==> src/rtl/instr_fetch_unit.sv <==
// Instruction fetch front end: owns the PC, issues one outstanding word read at a time and
// buffers returned instructions in a small FIFO. Define FETCH_TRACE_EN for fetch trace output.
module instr_fetch_unit #(
    parameter logic [31:0] RESET_PC = 32'hBFC00000,
    parameter int unsigned QDEPTH   = 2
) (
    input  logic        CLK,
    input  logic        RESET,
    input  logic        STALL,
    input  logic        REDIRECT,
    input  logic [31:0] REDIRECT_PC,
    output logic        IMEM_REQ,
    output logic [31:0] IMEM_ADDR,
    input  logic        IMEM_ACK,
    input  logic        IMEM_RVALID,
    input  logic [31:0] IMEM_RDATA,
    output logic        Instr_VALID,
    output logic [31:0] Instr1_OUT,
    output logic [31:0] Instr_PC_OUT,
    output logic [31:0] Instr_PC_Plus4
);
    localparam int unsigned AddrW    = $clog2(QDEPTH);
    localparam logic [AddrW:0] DepthCnt = (AddrW+1)'(QDEPTH);

    typedef enum logic [1:0] {StIdle, StReq, StWait} state_e;

    state_e             state_q, state_d;
    logic [31:0]        pc_q, pc_d, addr_q, addr_d;
    logic               drop_q, drop_d;
    logic [31:0]        instr_mem_q [QDEPTH];
    logic [31:0]        pc_mem_q [QDEPTH];
    logic [AddrW-1:0]   rd_ptr_q, wr_ptr_q;
    logic [AddrW:0]     count_q, count_nxt;
    logic [31:0]        head_instr_q, head_instr_d, head_pc_q, head_pc_d, head_plus4_q;
    logic               push, pop, discard;
    logic [31:0]        push_pc;

    always_ff @(posedge CLK or negedge RESET) begin
        if (!RESET) begin
            state_q <= StIdle;
            pc_q    <= RESET_PC;
            addr_q  <= RESET_PC;
            drop_q  <= 1'b0;
        end else begin
            state_q <= state_d;
            pc_q    <= pc_d;
            addr_q  <= addr_d;
            drop_q  <= drop_d;
        end
    end

    always_comb begin
        state_d   = state_q;
        pc_d      = pc_q;
        addr_d    = addr_q;
        drop_d    = drop_q;
        push      = 1'b0;
        discard   = 1'b0;
        push_pc   = addr_q;
        pop       = (count_q != '0) && !STALL && !REDIRECT;
        unique case (state_q)
            StIdle: begin
                if (!REDIRECT && (count_q < DepthCnt)) state_d = StReq;
            end
            StReq: begin
                if (IMEM_ACK) begin
                    addr_d  = pc_q;
                    pc_d    = pc_q + 32'd4;
                    push_pc = pc_q;
                    if (REDIRECT && IMEM_RVALID) begin
                        discard = 1'b1;
                    end else if (REDIRECT) begin
                        // Accepted but stale: its response must be swallowed later.
                        drop_d  = 1'b1;
                        state_d = StWait;
                    end else if (IMEM_RVALID) begin
                        push = 1'b1;
                    end else begin
                        state_d = StWait;
                    end
                end
            end
            StWait: begin
                if (IMEM_RVALID) begin
                    if (REDIRECT || drop_q) begin
                        discard = 1'b1;
                        drop_d  = 1'b0;
                        state_d = StReq;
                    end else begin
                        push = 1'b1;
                    end
                end else if (REDIRECT) begin
                    drop_d = 1'b1;
                end
            end
            default: state_d = StIdle;
        endcase
        count_nxt = count_q + (AddrW+1)'(push) - (AddrW+1)'(pop);
        if (push) state_d = (count_nxt < DepthCnt) ? StReq : StIdle;
        if (REDIRECT) pc_d = REDIRECT_PC;
    end

    always_comb begin
        IMEM_REQ  = (state_q == StReq);
        IMEM_ADDR = pc_q;
    end

    // Next head: the pushed word when the buffer drains to it, else the stored entry.
    always_comb begin
        head_instr_d = head_instr_q;
        head_pc_d    = head_pc_q;
        if (!REDIRECT && (count_nxt != '0)) begin
            if (count_q == (AddrW+1)'(pop)) begin
                head_instr_d = IMEM_RDATA;
                head_pc_d    = push_pc;
            end else begin
                head_instr_d = instr_mem_q[rd_ptr_q + AddrW'(pop)];
                head_pc_d    = pc_mem_q[rd_ptr_q + AddrW'(pop)];
            end
        end
    end

    always_ff @(posedge CLK or negedge RESET) begin
        if (!RESET) begin
            rd_ptr_q     <= '0;
            wr_ptr_q     <= '0;
            count_q      <= '0;
            head_instr_q <= '0;
            head_pc_q    <= '0;
            head_plus4_q <= '0;
        end else begin
            head_instr_q <= head_instr_d;
            head_pc_q    <= head_pc_d;
            head_plus4_q <= head_pc_d + 32'd4;
            if (REDIRECT) begin
                rd_ptr_q <= '0;
                wr_ptr_q <= '0;
                count_q  <= '0;
            end else begin
                rd_ptr_q <= rd_ptr_q + AddrW'(pop);
                wr_ptr_q <= wr_ptr_q + AddrW'(push);
                count_q  <= count_nxt;
            end
        end
    end

    always_ff @(posedge CLK) begin
        if (push) begin
            instr_mem_q[wr_ptr_q] <= IMEM_RDATA;
            pc_mem_q[wr_ptr_q]    <= push_pc;
        end
    end

    assign Instr_VALID    = (count_q != '0);
    assign Instr1_OUT     = head_instr_q;
    assign Instr_PC_OUT   = head_pc_q;
    assign Instr_PC_Plus4 = head_plus4_q;

`ifdef FETCH_TRACE_EN
    always_ff @(posedge CLK) begin
        if (RESET) begin
            if (push) $display("FETCH:Instr@%x=%x;Next@%x", push_pc, IMEM_RDATA, push_pc + 32'd4);
            if (discard) $display("FETCH drop@%x", push_pc);
            if (REDIRECT) $display("FETCH redirect->%x", REDIRECT_PC);
        end
    end
`endif

endmodule
==> config.mk <==
export PLATFORM = sky130hd
export DESIGN_NAME = instr_fetch_unit
export DESIGN_NICKNAME = d
export VERILOG_FILES = /design/src/rtl/instr_fetch_unit.sv
export SDC_FILE = /design/constraint.sdc
export NUM_CORES = 1
export LEC_CHECK = 0
export ABC_AREA = 1
export CAP_MARGIN = 10
export CORE_ASPECT_RATIO = 0.9
export CORE_MARGIN = 3
export CORE_UTILIZATION = 25
export DETAILED_ROUTE_END_ITERATION = 7
export REMOVE_ABC_BUFFERS = 1
export SYNTH_ARGS = -nofsm -noshare
export SYNTH_HDL_FRONTEND = slang
export SYNTH_SLANG_ARGS = --single-unit
==> constraint.sdc <==
create_clock -name CLK -period 5.8 [get_ports CLK]
set_clock_uncertainty 0.2 [all_clocks]
set_input_delay 1.16 -clock CLK [delete_from_list [all_inputs] [get_ports CLK]]
set_output_delay 1.16 -clock CLK [all_outputs]
set_load 0.01 [all_outputs]
==> reports/results.ini <==
[synth]
ys_seq_elements = 293
async_flop_share_pct = 56.3
synth_top_area_share_pct = 28.5
yosys.area.top_type = edfxtp_1
yosysSeqAreaShare_pct = 59.4
yosysWarnings = 0
synth_edf_count = 128
synth.area.top_cells = edfxtp_1 (29%), dfrtp_1 (27%), nand2_1 (10%), inv_1 (4.6%), nor2_1 (4.1%)
synth.distinct_cells = 44
postSynthAreaPerCell_um2 = 9.41
synthCells = 1431
ys.flop_type = dfrtp_1
synth_area_um2 = 13500

[worst_setup_path]
crit_family = simple AND/OR/NAND/NOR gates
reg2reg_from = state_q[1]
max_stage_delay_ns = 0.71
path_cells = clkdlybuf4s50_1 -> nor2_1 -> nand2_1 -> inv_1 -> o211ai_1 -> ha_1 -> inv_1 -> ha_1 -> inv_1 -> nand2_1 -> nand2_1 -> nand2_1 -> nand3_1 -> nand2_2 -> buf_4 -> nor2_1 -> inv_1 -> nand2_2 -> nor2_1 -> nand3_1 -> nor2_1 -> nand2_1 -> nand2_1 -> nand2_1
startpoint = REDIRECT
crit_fanout = 36
criticalPathCategory = input port to flip-flop
cpMaxStageDelayCell = clkdlybuf4s50_1
reg2reg_slack_ns = 1.61
start_kind = input port
required_ns = 6.03
end_kind = flip-flop
critical_path_arrival_ns = 5.06
crit_cells = 24
path_buf_inv = 6
critical_path.most_common_cell = nand2_1
rr_worst_depth = 23

[floorplan]
row_count = 80
die_h_um = 226
io_pins = 200
die_x_um = 251
dieArea_um2 = 56700
core_area_um2 = 53200
start_util_pct = 25.3

[clocking]
hold_buffers = 0
htree_levels = 2
clk_pin_slew_ns = 0.06
cts_tree = done
cts_buffers = 36
cts_root_buffer = clkbuf_16
cts_resized = 0
clk_latency_ns = 0.54
cts_setup_buffers = 0
clockBufferDepth = 3
clkSinkCount = 293

[timing]
period_minus_slack_ns = 4.83
slew_violations = 0
rsz0062_at_grt = no
fmax_ghz = 0.207
report.final.hold_viol_count = 0
hold_ws_ns = 0.280
setup_tns_ns = 0
setup_viol = 0
period_share_pct = 83.2
slew_headroom_pct = 27.6
worst_slew_pin_slew_ns = 1.09

[drt]
drt_pass1_iterations = 6
vias = 10400
postRouteAntennaNets = 0
post_drt_wl_per_cell_um = 17.7
detail_route.iter0.violations = 795
wl_um = 41600
drc = 0
routed_via_density = 4.42

[layout]
multiInputGateArea_um2 = 4580
diodes = 0
final.fill_count = 5442
drive_above_1_share_pct = 9.00
seq_area_um2 = 8000
nets = 1707
stdcell_count = 2352
area_growth_pct = 29.4

[status]
status = finished, final reports clean

[grt]
grt_pass1_wl_um = 64300
antenna_found_initial = 1
grt-ovfl-total = 0
grtUsageTotal_pct = 14.8
grt_pass1_vias = 10500
grt_start_max_net_pins = 84

[min_path]
hold_path.class = flip-flop to flip-flop
holdPathStages = 2
worstHoldStart = Instr1_OUT[28]

[flow_run]
cap_viol_max_count = 0

[placed_design]
dpl.cell_count = 2286
dp_hpwl_um = 28900
port_buffers = 199
finalWeightedCongestion = 0.837

[power]
peakVddDrop_mv = 0.140
leakagePower_nw = 7.35
p_per_area_nw_per_um2 = 496
total_power_mw = 8.63

metrics by stage:
step           util (%)  cell area, um2  setup WS [ns]
2_1_floorplan         -           13200          0.119
6_report           32.8           17400          0.975
4_1_cts            32.8           17400           1.01
3_3_place_gp       30.5           16200          0.434
3_5_place_dp       30.5           16200          0.424
5_1_grt            32.8           17400          0.614
kinds of logic (layout without fill, tap and decap cells):
group | count (synthesis) | after routing | synth area share [%]
simple gates | 665 | 665 | 21.2
flops | 293 | 293 | 59.4
buf+inv | 225 | 449 | 6.89
compound gates | 197 | 197 | 8.94
xor+xnor | 38 | 38 | 2.47
fa+ha+maj | 10 | 10 | 0.929
mux | 3 | 3 | 0.223
state kept, by name (all words and copies together), names as in the netlist:
name / cells
IMEM_ADDR: 32
Instr1_OUT: 32
Instr_PC_OUT: 30
Instr_PC_Plus4: 32
addr_q: 32
count_q: 2
drop_q: 1
instr_mem_q: 64
pc_mem_q: 64
rd_ptr_q: 1
state_q: 2
wr_ptr_q: 1
layer usage:
layer  track usage [%]  up-vias  share of wire (%)
met5                 0        -                  0
met3              3.98       44                6.7
met4              3.29        0                1.7
met1              21.0     5016                 47
met2              22.5      279                 44
li1                  -     5055                  -
layout make-up:
| type | instances | share of cell area (%) |
|---|---|---|
| clock buffer | 46 | 5.62 |
| clock inverter | 20 | 1.35 |
| inverter | 170 | 3.66 |
| multi-input combinational | 913 | 26.3 |
| sequential | 293 | 45.9 |
| tap | 697 | 5.01 |
| timing repair buffer | 213 | 12.2 |
where the power goes:
part	switching, mW	internal (mW)
clock network	0.905	1.42
logic	1.91	1.25
registers	0.338	2.81
total	3.15	5.48
synth_stat cells, types with 5 or more instances:
cell type  instances
clkbuf_1          27
o211ai_1          20
nand2_1          376
xor2_1            31
buf_4              8
buf_6              5
nor2_2             6
dfstp_2           18
nand2_4            6
inv_1            166
nor3_1             5
xnor2_1            7
ha_1              10
buf_2             13
nand4_1            9
o21ai_0           58
edfxtp_1         128
nand3_1           83
dfrtp_1          147
nand3_2            8
o21ai_1           11
o221ai_1           8
o21bai_1          25
nand2_2           13
a21oi_1           59
nor2_1           147
a21oi_2            8
path summary, 6_finish.rpt:
kind	end
setup / recovery	Instr_PC_Plus4[31]
hold / removal	Instr1_OUT[28]
setup reg to reg	Instr_PC_Plus4[31]
hold reg to reg	Instr1_OUT[28]
max in group asynchronous	addr_q[7]
min in group asynchronous	Instr_PC_OUT[8]
worst reg2reg max path, stage by stage (launching register included):
cell and delay, ns:
dfrtp_1 0.40, inv_1 0.10, ha_1 0.27, nand2_2 0.08, nor2_1 0.14, o211ai_1 0.17
ha_1 0.31, inv_1 0.04, ha_1 0.20, inv_1 0.07, nand2_1 0.07, nand3_1 0.13
nand3_1 0.13, nand2_2 0.14, buf_4 0.44, nor2_1 0.13, inv_1 0.09, nand2_2 0.10
nor2_1 0.20, nand3_1 0.19, nor2_1 0.30, nand2_1 0.08, nand2_1 0.06, nand2_1 0.04
cells in the final DEF, fill, tap and decap left out, drive strengths merged, types with 9 or more instances in the layout:
master and count:
edfxtp 128, dfrtp 147, ha 10, nor2 157, nand2 395, xor2 31
clkbuf 46, o21bai 25, o211ai 20, clkinv 13, nand3 93, clkdlybuf4s50 198
nand4 9, inv 171, dfstp 18, buf 15, a21oi 69, o21ai 70
Note: power is estimated with default switching activity, not from simulation.
